==> config.mk <==
export PLATFORM = sky130hd
export DESIGN_NAME = divider_pipe
export DESIGN_NICKNAME = d
export VERILOG_FILES = /design/src/rtl/divider_pipe.sv
export SDC_FILE = /design/constraint.sdc
export NUM_CORES = 1
export LEC_CHECK = 0
export CAP_MARGIN = 20
export CORE_UTILIZATION = 35
export DETAILED_ROUTE_END_ITERATION = 6
export PLACE_DENSITY = 0.61
export SYNTH_ARGS = -nofsm -noshare
export SYNTH_HDL_FRONTEND = slang
export SYNTH_SLANG_ARGS = --single-unit
==> constraint.sdc <==
create_clock -name clk -period 6.2 [get_ports clk]
set_input_delay 1.55 -clock clk [delete_from_list [all_inputs] [get_ports clk]]
set_output_delay 1.55 -clock clk [all_outputs]
set_load 0.005 [all_outputs]
==> src/rtl/divider_pipe.sv <==
// divider_pipe: fully pipelined unsigned restoring divider, one quotient bit per stage.
// Define DIVIDER_PIPE_TAG_EN to carry a user tag (in_tag/out_tag) alongside each operation.
module divider_pipe #(
    parameter int N     = 8,
    parameter int M     = 4,
    parameter int TAG_W = 4
) (
    input  logic             clk,
    input  logic             rstn,
    input  logic             in_valid,
    output logic             in_ready,
    input  logic [N-1:0]     dividend,
    input  logic [M-1:0]     divisor,
`ifdef DIVIDER_PIPE_TAG_EN
    input  logic [TAG_W-1:0] in_tag,
    output logic [TAG_W-1:0] out_tag,
`endif
    output logic             out_valid,
    input  logic             out_ready,
    output logic [N-1:0]     quotient,
    output logic [M-1:0]     remainder,
    output logic             div_zero
);

    if (N < 2 || M < 2 || M > N || TAG_W < 1) begin : g_param_check
        $error("divider_pipe: illegal parameter combination");
    end

    logic         stall;

    // dq holds unconsumed dividend bits in the MSBs and resolved quotient bits in the LSBs.
    logic [N-1:0] vld_q, vld_d;
    logic [N-1:0] zero_q, zero_d;
    logic [N-1:0] dq_q  [N];
    logic [N-1:0] dq_d  [N];
    logic [M-1:0] dvs_q [N];
    logic [M-1:0] dvs_d [N];
    logic [M-1:0] rem_q [N];
    logic [M-1:0] rem_d [N];

    logic [M:0]   step_t   [N];
    logic [M-1:0] step_rem [N];
    logic [N-1:0] step_dq  [N];

    logic         out_valid_q, out_valid_d;
    logic [N-1:0] quotient_q, quotient_d;
    logic [M-1:0] remainder_q, remainder_d;
    logic         div_zero_q, div_zero_d;

    // Restoring step for every stage.
    always_comb begin
        for (int s = 0; s < N; s++) begin
            step_t[s]  = {rem_q[s], dq_q[s][N-1]};
            step_dq[s] = {dq_q[s][N-2:0], 1'b0};
            if (step_t[s] >= {1'b0, dvs_q[s]}) begin
                // The difference is below the divisor, so its low M bits are exact.
                step_rem[s]   = step_t[s][M-1:0] - dvs_q[s];
                step_dq[s][0] = 1'b1;
            end else begin
                step_rem[s] = step_t[s][M-1:0];
            end
        end
    end

    // NOTE: every signal gets a value on every path through always_comb, otherwise a latch is inferred.
    always_comb begin
        stall    = out_valid_q & ~out_ready;
        in_ready = ~stall;

        vld_d[0]  = in_valid & in_ready;
        zero_d[0] = (divisor == '0);
        dq_d[0]   = dividend;
        dvs_d[0]  = divisor;
        rem_d[0]  = '0;
        for (int s = 1; s < N; s++) begin
            vld_d[s]  = vld_q[s-1];
            zero_d[s] = zero_q[s-1];
            dq_d[s]   = step_dq[s-1];
            dvs_d[s]  = dvs_q[s-1];
            rem_d[s]  = step_rem[s-1];
        end

        out_valid_d = vld_q[N-1];
        div_zero_d  = zero_q[N-1];
        quotient_d  = zero_q[N-1] ? '1 : step_dq[N-1];
        remainder_d = zero_q[N-1] ? '0 : step_rem[N-1];
    end

    always_ff @(posedge clk) begin
        if (!rstn) begin
            vld_q       <= '0;
            out_valid_q <= 1'b0;
            quotient_q  <= '0;
            remainder_q <= '0;
            div_zero_q  <= 1'b0;
        end else if (!stall) begin
            vld_q       <= vld_d;
            out_valid_q <= out_valid_d;
            quotient_q  <= quotient_d;
            remainder_q <= remainder_d;
            div_zero_q  <= div_zero_d;
        end
    end

    // NOTE: stage data arrays are left unreset; the valid bits alone decide what is meaningful.
    always_ff @(posedge clk) begin
        if (!stall) begin
            zero_q <= zero_d;
            dq_q   <= dq_d;
            dvs_q  <= dvs_d;
            rem_q  <= rem_d;
        end
    end

    assign out_valid = out_valid_q;
    assign quotient  = quotient_q;
    assign remainder = remainder_q;
    assign div_zero  = div_zero_q;

`ifdef DIVIDER_PIPE_TAG_EN
    logic [TAG_W-1:0] tag_q [N];
    logic [TAG_W-1:0] tag_d [N];
    logic [TAG_W-1:0] out_tag_q, out_tag_d;

    always_comb begin
        tag_d[0] = in_tag;
        for (int s = 1; s < N; s++) begin
            tag_d[s] = tag_q[s-1];
        end
        out_tag_d = tag_q[N-1];
    end

    always_ff @(posedge clk) begin
        if (!rstn) begin
            out_tag_q <= '0;
        end else if (!stall) begin
            out_tag_q <= out_tag_d;
        end
    end

    always_ff @(posedge clk) begin
        if (!stall) begin
            tag_q <= tag_d;
        end
    end

    assign out_tag = out_tag_q;
`endif

endmodule
==> flow_metrics.py, run 1 <==
metrics = {
    "global_routing": {
        "grt_pass1_wl_um": 15300,
        "antenna_found_initial": 0,
        "met2_usage_pct": 18.6,
        "use_met3_pct": 4.08,
        "grt_pass1_vias": 3450,
        "top_usage_layer": "met2",
        "grt_max_degree": 56,
        "gr-total-overflow": 0,
        "track_usage_pct": 10.9,
        "met1_usage_pct": 11.4,
    },
    "logic_synthesis": {
        "synth_common_cells": "132 x edfxtp_1, 52 x inv_1, 30 x ha_1",
        "synth.ff_latch_count": 154,
        "yosysMostFrequentCell": "edfxtp_1",
        "synth_flop_cell": "edfxtp_1",
        "yosysWarnings": 0,
        "ys_top_cells_by_area": "edfxtp_1 62%, dfxtp_1 6.9%, ha_1 5.9%",
        "synthDistinctLibCells": 43,
        "post_synth.cell_area_avg_um2": 15.1,
        "synth_top_area_share_pct": 61.9,
        "synth_cells": 423,
        "synth_area_um2": 6400,
        "synth_nets": 476,
        "synth-edff-count": 132,
        "yosysTopAreaCell": "edfxtp_1",
        "async_flop_share_pct": 0,
        "ys_seq_area_share_pct": 68.8,
    },
    "layout": {
        "drive_gt1_share_pct": 12.1,
        "fill_cells": 1614,
        "fin_cells": 709,
        "fin_nets": 521,
        "areaGrowthSynthToFinish_pct": 19.0,
        "antenna_cells": 0,
    },
    "pwr": {
        "seq_power_share_pct": 45.3,
        "p_int_uw": 2360,
        "clock_power_share_pct": 35.4,
        "combPwrFrac_pct": 19.3,
        "ir_drop_mv": 0.216,
        "switching_share_pct": 24.3,
        "power_density_nw_per_um2": 410,
        "total_leakage_power_uw": 0.00299,
        "switching_power_uw": 759,
    },
    "sta": {
        "max_freq_ghz": 0.216,
        "clock_skew_ns": 0.00982,
        "fin_setup_tns_ns": 0,
        "slew_viol_final": 0,
        "rsz0062_at_grt": "no",
        "fin_crit_ns": 4.62,
        "tightest_slew_ns": 0.692,
        "relSlewSlack_pct": 53.9,
        "final-hold-violation-count": 0,
        "finalCritPeriodShare_pct": 74.6,
        "setup_viol": 0,
    },
    "clocking": {
        "worstSkewPairLatency_ns": 0.43,
        "cts.sink_count": 154,
        "cts_buffer_depth": 2,
        "cts.clk_slew.worst_paths_ns": 0.06,
        "cts_resized": 0,
        "htreeDepth": 4,
        "cts_hold_buf": 0,
        "numCtsBuffers": 17,
        "clockRootBuffer": "clkbuf_16",
        "cts_tree": "built",
        "cts_setup_buffers": 0,
    },
    "setup_path": {
        "cp-start-kind": "primary input",
        "cp.required_ns": 4.65,
        "crit_path_end_kind": "output pin",
        "crit_fanout": 55,
        "worstSetupPathType": "in -> out",
        "arrival_ns": 3.07,
    },
    "floorplan": {
        "die_h_um": 137,
        "io_pins": 31,
        "initial_core_util_pct": 35.6,
        "die-area_um2": 18800,
        "core_um2": 18000,
        "fp-row-count": 49,
        "die_w_um": 137,
    },
    "placed_design": {
        "dp.cells": 678,
        "hpwl_um": 6010,
        "routabilityCongestion": 0.764,
        "io_buffers": 30,
    },
    "route": {
        "drtIter0Drc": 186,
        "viasPerCell": 4.73,
        "antenna_left": 0,
        "vias": 3352,
        "drtPass1Iterations": 4,
        "wl_per_cell_um": 12.7,
        "drc": 0,
        "wirelength_um": 8990,
    },
    "outcome": {
        "status": "finished clean",
    },
    "hold_path": {
        "hp-class": "reg -> reg",
    },
    "job": {
        "cap_violations": 0,
    },
}
[through the flow]
stage,area [µm²],worst slack [ns],total power (µW),hold slack (ns),utilization (%)
2_1_floorplan,6400,1.13,1880,0.400,-
3_3_place_gp,6990,1.58,2010,0.400,38.9
3_5_place_dp,6990,1.56,2050,0.405,38.9
4_1_cts,7620,1.55,3160,0.417,42.4
5_1_grt,7620,1.47,3280,0.421,42.4
6_report,7620,1.58,3120,0.415,42.4
[power groups by stage]
stage	Sequential [µW]	Clock (µW)	Combinational (µW)
finish	1410	1100	603
global route	1430	1170	673
CTS	1420	1130	610
detailed placement	1440	0	606
global placement	1430	0	579
floorplan	1410	0	464
[sequential cells by signal, indices dropped and copies added (netlist names)]
name and cells:
dq_d 49, div_zero 1, dvs_q 4, quotient 8, dq_q 15, out_valid 1
zero_q 8, vld_q 8, rem_q 28, dvs_d 28, remainder 4
[critical path, stage by stage]
cell             delay, ns
clkdlybuf4s50_1       0.46
nor2b_1               0.09
inv_6                 0.35
clkdlybuf4s50_1       0.60
[path summary, 6_finish.rpt]
path                                 from   endpoint  slack (ns)  depth (start not counted)
worst max-delay path            out_ready   in_ready        1.58                          4
worst min-delay path             dq_d[28]   dq_d[21]        0.41                          0
worst max register to register  out_valid  dvs_d[13]        3.74                          4
worst min register to register   dq_d[28]   dq_d[21]        0.41                          0
[metal layers]
| layer | share of wire [%] | vias to the layer above |
|---|---|---|
| met4 | 2.7 | 0 |
| met3 | 4.9 | 27 |
| met1 | 42 | 1618 |
| met2 | 50 | 65 |
| li1 | - | 1642 |
| met5 | 0 | - |
[placed cells by master, fill, tap and decap left out, drive strengths merged, types with 8 or more instances in the layout]
cell type and n:
a211oi 8, mux2i 12, o211ai 10, inv 55, nand2 22, nor2b 8, edfxtp 132, nor2 11
clkbuf 19, clkdlybuf4s50 30, ha 30, a21boi 9, nor3 9, o21ai 14, dfxtp 22
[cell type report]
cell class | instances | area (µm²) | area share [%]
sequential | 154 | 4400 | 57.8
multi-input combinational | 209 | 1770 | 23.3
inverter | 53 | 204 | 2.68
tap | 229 | 287 | 3.76
clock buffer | 19 | 433 | 5.68
clock inverter | 12 | 196 | 2.58
timing repair buffer | 33 | 323 | 4.24
[logic make-up (layout without fill, tap and decap cells)]
kind of cell,Yosys count,after routing,share of synthesized area (%)
AO/OA/AOI/OAI,57,57,7.70
XOR/XNOR,7,7,0.957
adder cells (fa/ha/maj),37,37,8.05
buffers and inverters,60,117,3.56
flip-flops,154,154,68.8
multiplexers,18,18,2.93
AND/OR/NAND/NOR,90,90,8.03
No activity file was read; power rests on OpenSTA's default activity.
==> run 2: changes to the inputs <==
Settings changed: PLACE_DENSITY 0.61 to 0.63.
Clock period 6.2 ns to 4.2 ns, I/O delays scaled along.
==> flow_metrics.py, run 2 (synthesized netlist as in run 1, its figures left out) <==
metrics = {
    "global_routing": {
        "track_usage_pct": 10.9,
        "grt_pass1_wl_um": 15500,
        "antenna_found_initial": 0,
        "grt_pass1_vias": 3435,
        "grt_max_degree": 95,
        "gr-total-overflow": 0,
    },
    "setup_path": {
        "crit_path_end_kind": "output pin",
        "arrival_ns": 2.44,
        "crit_fanout": 2,
        "reg2reg_from": "out_valid",
        "cp.required_ns": 3.15,
        "r2r_setup_slack_ns": 1.75,
        "cp-start-kind": "primary input",
        "reg2reg_depth": 5,
        "worstSetupPathType": "in -> out",
        "r2r_end": "dq_q[7]",
    },
    "layout": {
        "final_area_um2": 7580,
        "areaGrowthSynthToFinish_pct": 18.4,
        "final_cell_mix": "132 x edfxtp_1, 52 x inv_1, 30 x ha_1, 30 x clkdlybuf4s50_1",
        "largest_reg_flops": 49,
        "drive_gt1_share_pct": 12.7,
        "mostFrequentLayoutCell": "edfxtp_1",
        "antenna_cells": 0,
        "utilization_pct": 42.2,
        "fin_nets": 522,
    },
    "sta": {
        "whs_ns": 0.417,
        "tightest_slew_ns": 0.677,
        "relSlewSlack_pct": 54.9,
        "finalCritPeriodShare_pct": 83.0,
        "final-hold-violation-count": 0,
        "slew_viol_final": 0,
        "fin_crit_ns": 3.49,
        "clock_skew_ns": 0.00705,
        "setup_viol": 0,
        "max_freq_ghz": 0.287,
        "rsz0062_at_grt": "no",
        "fin_setup_tns_ns": 0,
    },
    "hold_path": {
        "hold_path_end": "dq_d[5]",
        "whs_path_depth": 0,
        "min-delay-start": "dq_d[12]",
        "hp-class": "reg -> reg",
    },
    "clocking": {
        "cts.clk_slew.worst_paths_ns": 0.06,
        "worstSkewPairLatency_ns": 0.41,
        "cts_tree": "built",
        "numCtsBuffers": 17,
        "cts_hold_buf": 0,
        "cts_setup_buffers": 0,
        "cts_resized": 0,
        "cts.sink_count": 154,
        "clockRootBuffer": "clkbuf_16",
        "htreeDepth": 4,
        "cts_buffer_depth": 2,
    },
    "route": {
        "drc": 0,
        "antenna_left": 0,
        "viasPerCell": 4.72,
        "drtPass1Iterations": 4,
        "wirelength_um": 9170,
        "vias": 3353,
        "drtIter0Drc": 187,
        "wl_per_cell_um": 12.9,
    },
    "pwr": {
        "total_leakage_power_uw": 0.00299,
        "power_density_nw_per_um2": 588,
        "power_uw": 4460,
        "ir_drop_mv": 0.343,
    },
    "placed_design": {
        "routabilityCongestion": 0.725,
        "hpwl_um": 6080,
        "io_buffers": 30,
        "dpl-instance-area_um2": 6990,
    },
    "floorplan": {
        "initial_core_util_pct": 35.6,
        "die_h_um": 137,
        "fp-row-count": 49,
        "core_um2": 18000,
        "die-area_um2": 18800,
        "die_w_um": 137,
        "io_pins": 31,
    },
    "job": {
        "cap_violations": 0,
    },
    "outcome": {
        "status": "finished clean",
    },
}
[run 2: changes by cell type in the layout (fill, tap and decap cells not counted)]
cell	change
buf_12	+1
bufinv_16	-3
clkbuf_1	-2
clkinv_1	+1
clkinv_2	+3
clkinv_4	+4
clkinvlp_2	-1
clkinvlp_4	-1
inv_6	-1
inv_8	+1
[run 2: area by class of cell]
class	count	area, µm²
clock inverters	15	150
inverters	53	204
well taps	229	287
flip-flops and latches	154	4400
repair buffers	34	343
multi-input cells	209	1770
clock buffers	17	425
fillers	1606	10400
[run 2: metrics by stage]
step	worst slack, ns	instances
6_report	0.713	711
5_1_grt	0.655	711
4_1_cts	0.718	710
3_5_place_dp	0.465	678
3_3_place_gp	0.567	678
2_1_floorplan	0.127	423
[run 2: power by group]
part	switching, µW	leakage, µW	total (µW)	internal, µW
clock network	599	0.000284	1470	874
registers	114	0.00160	2090	1970
logic	427	0.00110	896	469
total	1140	0.00299	4460	3320
[run 2: how the worst max path moves through the flow]
stage	from	end	cells after the start	slack, ns
finish	out_ready	in_ready	4	0.71
global route	out_ready	in_ready	4	0.66
CTS	out_ready	in_ready	4	0.72
detailed placement	out_ready	quotient[0]	7	0.47
global placement	out_ready	quotient[0]	7	0.57
floorplan	out_ready	in_ready	4	0.13
[run 2: worst max-delay path, cell delays in order]
cell and delay, ns:
clkdlybuf4s50_1 0.40, nor2b_1 0.45, inv_6 0.03, clkdlybuf4s50_1 0.50
[run 2: routing by layer]
layer,wire length [µm],track usage [%],up-vias
met1,3830,11.5,1637
met5,0,0,-
met4,75,4.88,0
met2,4840,19.3,58
met3,426,4.23,6
li1,-,-,1652
==> run 3: changes to the inputs <==
Clock period 4.2 ns to 3.2 ns, I/O delays scaled along.
==> flow_metrics.py, run 3 (synthesized netlist as in run 1, its figures left out) <==
metrics = {
    "setup_path": {
        "crit_fanout": 2,
        "reg2reg_from": "dvs_d[14]",
        "cp-start-kind": "primary input",
        "r2r_setup_slack_ns": 1.09,
        "reg2reg_depth": 6,
        "worstSetupPathType": "in -> out",
        "cp.required_ns": 2.40,
        "crit_path_end_kind": "output pin",
        "arrival_ns": 2.07,
        "r2r_end": "rem_q[14]",
    },
    "clocking": {
        "htreeDepth": 4,
        "cts_setup_buffers": 0,
        "cts.clk_slew.worst_paths_ns": 0.06,
        "cts_buffer_depth": 2,
        "cts_resized": 0,
        "cts.sink_count": 154,
        "worstSkewPairLatency_ns": 0.41,
        "cts_hold_buf": 0,
        "cts_tree": "built",
        "numCtsBuffers": 17,
        "clockRootBuffer": "clkbuf_16",
    },
    "floorplan": {
        "die_w_um": 137,
        "io_pins": 31,
        "initial_core_util_pct": 35.6,
        "fp-row-count": 49,
        "core_um2": 18000,
        "die_h_um": 137,
        "die-area_um2": 18800,
    },
    "route": {
        "antenna_left": 0,
        "vias": 3308,
        "drc": 0,
        "wl_per_cell_um": 12.8,
        "drtIter0Drc": 165,
        "wirelength_um": 9070,
        "viasPerCell": 4.66,
        "drtPass1Iterations": 5,
    },
    "placed_design": {
        "hpwl_um": 5930,
        "routabilityCongestion": 0.780,
        "io_buffers": 30,
        "place_ws_ns": 0.340,
    },
    "global_routing": {
        "track_usage_pct": 10.9,
        "antenna_found_initial": 0,
        "grt_pass1_vias": 3421,
        "gr-total-overflow": 0,
        "grt_pass1_wl_um": 15300,
        "grt_max_degree": 150,
    },
    "sta": {
        "slew_viol_final": 0,
        "rsz0062_at_grt": "no",
        "final-hold-violation-count": 0,
        "clock_skew_ns": 0.00738,
        "fin_setup_tns_ns": 0,
        "finalCritPeriodShare_pct": 89.6,
        "fin_crit_ns": 2.87,
        "max_freq_ghz": 0.349,
        "tightest_slew_ns": 0.800,
        "worst_slack_ns": 0.332,
        "setup_viol": 0,
        "relSlewSlack_pct": 46.7,
    },
    "pwr": {
        "switching_share_pct": 24.5,
        "power_density_nw_per_um2": 778,
        "seq_power_share_pct": 46.5,
        "combPwrFrac_pct": 20.2,
        "switching_power_uw": 1450,
        "ir_drop_mv": 0.428,
        "p_int_uw": 4450,
        "clock_power_share_pct": 33.3,
        "total_leakage_power_uw": 0.00298,
    },
    "layout": {
        "final_cell_mix": "132 x edfxtp_1, 52 x inv_1, 30 x ha_1, 30 x clkdlybuf4s50_1",
        "antenna_cells": 0,
        "drive_gt1_share_pct": 11.4,
        "largest_reg_flops": 49,
        "mostFrequentLayoutCell": "edfxtp_1",
        "fin_nets": 521,
        "areaGrowthSynthToFinish_pct": 18.4,
    },
    "outcome": {
        "status": "finished clean",
    },
    "hold_path": {
        "hold_path_end": "dq_d[31]",
        "hp-class": "reg -> reg",
        "min-delay-start": "dq_d[38]",
        "whs_path_depth": 0,
    },
    "job": {
        "cap_violations": 0,
    },
}
## run 3: layout make-up
| type | instances | area (µm²) |
|---|---|---|
| timing repair buffer | 33 | 335 |
| fill | 1597 | 10400 |
| multi-input combinational | 209 | 1770 |
| inverter | 53 | 204 |
| tap | 229 | 287 |
| clock buffer | 24 | 462 |
| clock inverter | 8 | 121 |
| sequential | 154 | 4400 |
## run 3: worst max-delay path, stage by stage
cell and delay [ns]:
clkdlybuf4s50_1 0.40, nor2b_1 0.33, inv_6 0.08, clkdlybuf4s50_1 0.46
## run 3: metrics by stage
| step | std cells | utilization (%) | total power, µW | hold WS [ns] | cell area [µm²] |
|---|---|---|---|---|---|
| after global routing | 710 | 42.2 | 6220 | 0.421 | 7580 |
| after detailed placement | 678 | 39.0 | 3980 | 0.405 | 7000 |
| after CTS | 710 | 42.2 | 5970 | 0.416 | 7580 |
| final | 710 | 42.2 | 5900 | 0.412 | 7580 |
| after global placement | 678 | 39.0 | 3890 | 0.400 | 7000 |
| after floorplan | 423 | - | 3640 | 0.400 | 6410 |
## run 3: how the worst max path moves through the flow
stage                   start  slack [ns]        to
floorplan           out_ready        0.32  in_ready
finish              out_ready        0.33  in_ready
global placement    out_ready        0.35  in_ready
global route        out_ready        0.29  in_ready
CTS                 out_ready        0.32  in_ready
detailed placement  out_ready        0.34  in_ready
## run 3: power groups by stage
stage | sequential (µW) | clock, µW | combinational (µW)
global placement | 2770 | 0 | 1120
global route | 2780 | 2110 | 1330
finish | 2740 | 1970 | 1190
floorplan | 2740 | 0 | 898
detailed placement | 2780 | 0 | 1190
CTS | 2740 | 2030 | 1200
## run 3: metal layers
metal  up-vias  global-route usage, %  wire [µm]
met5         -                      0          0
met1      1591                   11.2       3710
met2        60                   19.2       4790
met4         0                   5.31        182
met3        18                   4.30        381
li1       1639                      -          -
